## config.mk

```make
export PLATFORM = sky130hd
export DESIGN_NAME = voice_allocator
export DESIGN_NICKNAME = d
export VERILOG_FILES = /design/src/rtl/voice_allocator.sv
export SDC_FILE = /design/constraint.sdc
export NUM_CORES = 1
export LEC_CHECK = 0
export BUFFER_PORTS_ARGS = -buffer_cell sky130_fd_sc_hd__buf_4
export CORE_ASPECT_RATIO = 1.75
export CORE_MARGIN = 2
export CORE_UTILIZATION = 50
export DETAILED_ROUTE_END_ITERATION = 6
export PLACE_DENSITY = 0.8
export REMOVE_ABC_BUFFERS = 1
export SLEW_MARGIN = 20
export SYNTH_ARGS = -nofsm -noshare
export SYNTH_HDL_FRONTEND = slang
export SYNTH_SLANG_ARGS = --single-unit
```

## constraint.sdc

```tcl
create_clock -name clk -period 2.2 [get_ports clk]
set_input_delay 0.33 -clock clk [delete_from_list [all_inputs] [get_ports clk]]
set_output_delay 0.33 -clock clk [all_outputs]
set_load 0.05 [all_outputs]
```

## src/rtl/voice_allocator.sv

```systemverilog
// Voice allocator: routes one stream of note requests onto NUM_VOICES note
// players. A free voice is preferred (lowest index). When every voice is busy,
// the least-recently-loaded voice is either stolen or the requester is stalled.

// One voice: load strobe, busy flag, age rank and the held note/duration.
module voice_slot #(
  parameter int NOTE_W   = 6,
  parameter int DUR_W    = 6,
  parameter int RW       = 2,
  parameter int RST_RANK = 0
) (
  input  logic              clk,
  input  logic              reset,
  input  logic              flush,
  input  logic              load,      // this voice is the one being loaded
  input  logic              any_load,  // some voice is being loaded this cycle
  input  logic [RW-1:0]     sel_rank,  // rank of the voice being loaded
  input  logic              done,
  input  logic [NOTE_W-1:0] note,
  input  logic [DUR_W-1:0]  dur,
  output logic              load_q,
  output logic              busy_q,
  output logic [RW-1:0]     rank_q,
  output logic [NOTE_W-1:0] note_q,
  output logic [DUR_W-1:0]  dur_q
);
  logic              load_d, busy_d;
  logic [RW-1:0]     rank_d;
  logic [NOTE_W-1:0] note_d;
  logic [DUR_W-1:0]  dur_d;

  // next state: flush clears busy/age but keeps note/duration so players hold
  always_comb begin
    load_d = 1'b0;
    busy_d = busy_q;
    rank_d = rank_q;
    note_d = note_q;
    dur_d  = dur_q;
    if (flush) begin
      busy_d = 1'b0;
      rank_d = RW'(RST_RANK);
    end else if (load) begin
      // a load beats a same-cycle done on this voice
      load_d = 1'b1;
      busy_d = 1'b1;
      rank_d = '0;
      note_d = note;
      dur_d  = dur;
    end else begin
      if (done) busy_d = 1'b0;
      if (any_load && (rank_q < sel_rank)) rank_d = rank_q + RW'(1);
    end
  end

  // state registers
  always_ff @(posedge clk) begin
    if (reset) begin
      load_q <= 1'b0;
      busy_q <= 1'b0;
      rank_q <= RW'(RST_RANK);
      note_q <= '0;
      dur_q  <= '0;
    end else begin
      load_q <= load_d;
      busy_q <= busy_d;
      rank_q <= rank_d;
      note_q <= note_d;
      dur_q  <= dur_d;
    end
  end
endmodule

module voice_allocator #(
  parameter int NUM_VOICES = 3,
  parameter int NOTE_W     = 6,
  parameter int DUR_W      = 6,
  parameter int STEAL_EN   = 1
) (
  input  logic                         clk,
  input  logic                         reset,
  input  logic                         flush,
  input  logic                         req_valid,
  input  logic [NOTE_W-1:0]            req_note,
  input  logic [DUR_W-1:0]             req_duration,
  output logic                         req_ready,
  input  logic [NUM_VOICES-1:0]        voice_done,
  output logic [NUM_VOICES-1:0]        load_new_note,
  output logic [NUM_VOICES*NOTE_W-1:0] note_to_load,
  output logic [NUM_VOICES*DUR_W-1:0]  duration_to_load,
  output logic [NUM_VOICES-1:0]        voice_busy,
  output logic                         stolen
);
  localparam int RW = $clog2(NUM_VOICES);

  logic                                steal_en;
  logic                                all_busy;
  logic                                accept;
  logic [NUM_VOICES-1:0]               sel_oh;
  logic [NUM_VOICES-1:0]               load_oh;
  logic [RW-1:0]                       sel_rank;
  logic                                found;
  logic [NUM_VOICES-1:0][RW-1:0]       rank;
  logic [NUM_VOICES-1:0][NOTE_W-1:0]   note_q;
  logic [NUM_VOICES-1:0][DUR_W-1:0]    dur_q;
  logic                                stolen_d, stolen_q;

  assign steal_en  = (STEAL_EN != 0);
  assign all_busy  = &voice_busy;
  assign req_ready = ~flush & ~reset & (~all_busy | steal_en);
  assign accept    = req_valid & req_ready;
  assign load_oh   = accept ? sel_oh : '0;

  // voice pick: lowest free index, else the oldest (rank NUM_VOICES-1)
  always_comb begin
    sel_oh   = '0;
    found    = 1'b0;
    sel_rank = '0;
    for (int v = 0; v < NUM_VOICES; v++) begin
      if (!voice_busy[v] && !found) begin
        sel_oh[v] = 1'b1;
        found     = 1'b1;
      end
    end
    if (!found) begin
      for (int v = 0; v < NUM_VOICES; v++)
        if (rank[v] == RW'(NUM_VOICES-1)) sel_oh[v] = 1'b1;
    end
    for (int v = 0; v < NUM_VOICES; v++)
      if (sel_oh[v]) sel_rank = rank[v];
  end

  generate
    for (genvar v = 0; v < NUM_VOICES; v++) begin : g_voice
      voice_slot #(
        .NOTE_W  (NOTE_W),
        .DUR_W   (DUR_W),
        .RW      (RW),
        .RST_RANK(NUM_VOICES-1-v)
      ) u_slot (
        .clk     (clk),
        .reset   (reset),
        .flush   (flush),
        .load    (load_oh[v]),
        .any_load(accept),
        .sel_rank(sel_rank),
        .done    (voice_done[v]),
        .note    (req_note),
        .dur     (req_duration),
        .load_q  (load_new_note[v]),
        .busy_q  (voice_busy[v]),
        .rank_q  (rank[v]),
        .note_q  (note_q[v]),
        .dur_q   (dur_q[v])
      );
    end
  endgenerate

  assign note_to_load     = note_q;
  assign duration_to_load = dur_q;

  // steal flag, aligned with the load strobe it belongs to
  always_comb begin
    stolen_d = accept & all_busy;
  end

  // steal flag register
  always_ff @(posedge clk) begin
    if (reset) stolen_q <= 1'b0;
    else       stolen_q <= stolen_d;
  end

  assign stolen = stolen_q;
endmodule
```

==> flow_summary_export.csv <==
group,metric,value,unit
critical_path,timing.rr.end,"g_voice[1].u_slot.rank_q[0]",
critical_path,cp_cell_sequence,"inv_1 -> ha_1 -> nand4b_1 -> a21boi_1 -> o22ai_2 -> o311ai_0 -> o22a_1",
critical_path,crit_family,"compound AO/OA/AOI/OAI gates",
critical_path,criticalPathCategory,"flip-flop to flip-flop",
timing,max_clock_freq,475.4,MHz
route,viasPerCell,5.537,
pwr,ir_worst_vdd,0.5880,mV
pwr,fin_total_pwr,0.001765,W
hold_path,hp-start,"voice_done[0]",
route,drc,0,
route,ant_nets,0,
timing,setup_violations,0,
place,gp_congestion,0.7817,
critical_path,start_kind,"flip-flop",
place,dp_slack,0.1006,ns
route,drt_iter0_markers,58,
global_routing,grt_use_total,0.2478,
global_routing,use_met3,0.07432,
die,io_pins,63,
layout,finalNetCount,334,
timing,fin_crit_sh,0.9561,
yosys,yosysSeqAreaShare,0.4766,
hold_path,min_path_type,"input pin to flip-flop",
global_routing,grt_use_met1,0.2657,
yosys,avgSynthCellArea,8.103,µm²
critical_path,r2r_cells,7,
die,design.core.area,0.003904,mm²
yosys,synth_area,0.002058,mm²
yosys,synth_top_area_frac,0.4766,
clock_network,clk_path_buf_depth,2,
yosys,synth-seq-cells,49,
hold_path,min_to,"g_voice[0].u_slot.busy_q",
timing,slew_headroom,0.7073,
critical_path,crit_arrival,2.35,ns
yosys,synth_edf_count,0,
clock_network,clkSinkCount,49,
die,start_util,0.5272,
yosys,synthTopCellsByArea,"dfxtp_1, nand2_1, a21oi_1",
timing,drv_slew,0,
critical_path,worst-path-max-fanout,7,
critical_path,reg2reg_slack,0.1,ns
place,port_buffers,62,
global_routing,grt_max_degree,38,
pwr,power_leakage,1.105,nW
yosys,async_flop_share,0,
layout,antenna_cells,0,
critical_path,worst-path-buf-inv,1,
global_routing,grt_overflow,0,
yosys,yosys-top-cells-count,"nand2_1, dfxtp_1, a21oi_1",
die,die-width,52.50,µm
layout,syn2layout_area_growth,29.42,%
layout,fin_area,0.002664,mm²
critical_path,end_kind,"flip-flop",
route,drt-pass1-iter-count,4,
layout,utilization,0.6824,
place,hpwl,3.954,mm
timing,fin_ws,0.09663,ns
clock_network,cts.repair.resized,0,
clock_network,cts.clk_slew.worst_paths,0.09,ns
global_routing,grt_pass1_vias,1951,
critical_path,worstPathRequired,2.45,ns
clock_network,cts_buffers,5,
critical_path,worstReg2RegStart,"g_voice[1].u_slot.rank_q[0]",
yosys,yosysTopAreaCell,"dfxtp_1",
route,postRouteWirelength,5.362,mm
place,dpl-instance-area,0.002539,mm²
global_routing,grtUsageMet2,0.4420,
timing,hold_violations,0,
yosys,synth_ff_type,"dfxtp_1",
timing,skew,0.006033,ns
clock_network,postCtsSetupBuffers,0,
status,status,"completed",
clock_network,cts_tree,"done",
critical_path,worst_path_max_delay_cell,"dfxtp_1",
die,row_count,30,
critical_path,slowest_delay,0.39,ns
timing,worstMarginPinSlew,0.4386,ns
die,die_h,88.88,µm
global_routing,antenna_found_initial,0,
flow_run,cap_violations,0,
global_routing,busiest_layer,"met2",
timing,rsz0062_at_grt,"false",
pwr,powerDensity,662.5,mW/mm²
yosys,yosysUniqueCellTypes,41,
clock_network,h-tree-depth,2,
yosys,syn-instance-count,254,
layout,layout-drive-gt1-share,0.2780,
die,die_area,0.004666,mm²
timing,period_needed,2.103,ns
clock_network,clk_latency,0.30,ns
yosys,synth.most_common_cell,"nand2_1",
global_routing,grt_pass1_wl,8.707,mm
route,vias,1999,
clock_network,cts.root.buffer_cell,"clkbuf_8",
hold_path,hold_depth,2,
yosys,yosys_warnings,0,
clock_network,ctsHoldBuffers,0,
route,routedWlPerCell,14.85,µm
metal layers:
layer | vias to the layer above | share of wire
met5 | - | 0
li1 | 976 | -
met2 | 74 | 0.55
met1 | 933 | 0.36
met4 | 0 | 0.021
met3 | 16 | 0.071
layout by cell type (no fill, tap or decap), types with 2 or more instances in the layout:
master    count
o211a_1       2
clkbuf_8      6
o311ai_1      2
a21boi_1      2
nand2_1      78
ha_1          3
a21oi_1      41
o41ai_1       3
nor2_1        7
nor4_1        2
a31o_2        2
dfxtp_1      48
nand3_1       5
o21ai_0       3
buf_4        70
inv_1        10
area by class of cell:
class | instances | area, µm²
flip-flops and latches | 49 | 982.2
repair buffers | 70 | 525.5
inverters | 11 | 45.04
fillers | 329 | 1240
clock inverters | 1 | 30.03
multi-input cells | 175 | 934.6
clock buffers | 7 | 86.33
well taps | 48 | 60.06
cells by family after synthesis:
family / share of synthesized area
AOI/OAI and AO/OA: 0.2219
adders and majority gates: 0.02310
buffers and inverters: 0.07112
DFF: 0.4766
muxes: 0.005471
and+or+nand+nor: 0.2018
how the worst max path moves through the flow:
stage / cells past startpoint / endpoint / slack (ns) / start
CTS: 7 / g_voice[0].u_slot.rank_q[0] / 0.08 / g_voice[2].u_slot.rank_q[0]
finish: 7 / g_voice[1].u_slot.rank_q[0] / 0.1 / g_voice[1].u_slot.rank_q[0]
detailed placement: 7 / g_voice[0].u_slot.rank_q[0] / 0.10 / g_voice[2].u_slot.rank_q[0]
global placement: 7 / g_voice[2].u_slot.rank_q[1] / 0.14 / g_voice[2].u_slot.rank_q[0]
global route: 7 / g_voice[0].u_slot.rank_q[0] / 0.002 / g_voice[1].u_slot.rank_q[0]
floorplan: 5 / g_voice[2].u_slot.rank_q[1] / -0.43 / flush
metrics by stage:
step / std cells / hold WS, ns / setup TNS (ns)
floorplan: 235 / 0.3991 / -10.00
global placement: 353 / 0.4424 / 0
detailed placement: 353 / 0.4474 / 0
CTS: 361 / 0.2190 / 0
global route: 361 / 0.2144 / 0
finish: 361 / 0.2221 / 0
state kept, by name (all words and copies together) (netlist names):
register / cells
g_voice.u_slot.busy_q: 3
g_voice.u_slot.dur_q: 18
g_voice.u_slot.load_q: 3
g_voice.u_slot.note_q: 18
g_voice.u_slot.rank_q: 6
stolen: 1
worst register-to-register path: cells and delay by family, from the launching register on:
family	cells	cell delay (ns)
compound gates	4	1.11
fa+ha+maj	1	0.23
buf+inv	1	0.11
flops	1	0.39
simple gates	1	0.22
report_power, final:
part / switching [W] / internal (W) / leakage [nW]
clock: 0.000290 / 0.000371 / 0.0585
sequential: 0.0000131 / 0.000902 / 0.397
combinational: 0.000120 / 0.0000686 / 0.649
total: 0.000424 / 0.00134 / 1.10
No activity file was read; power rests on OpenSTA's default activity.
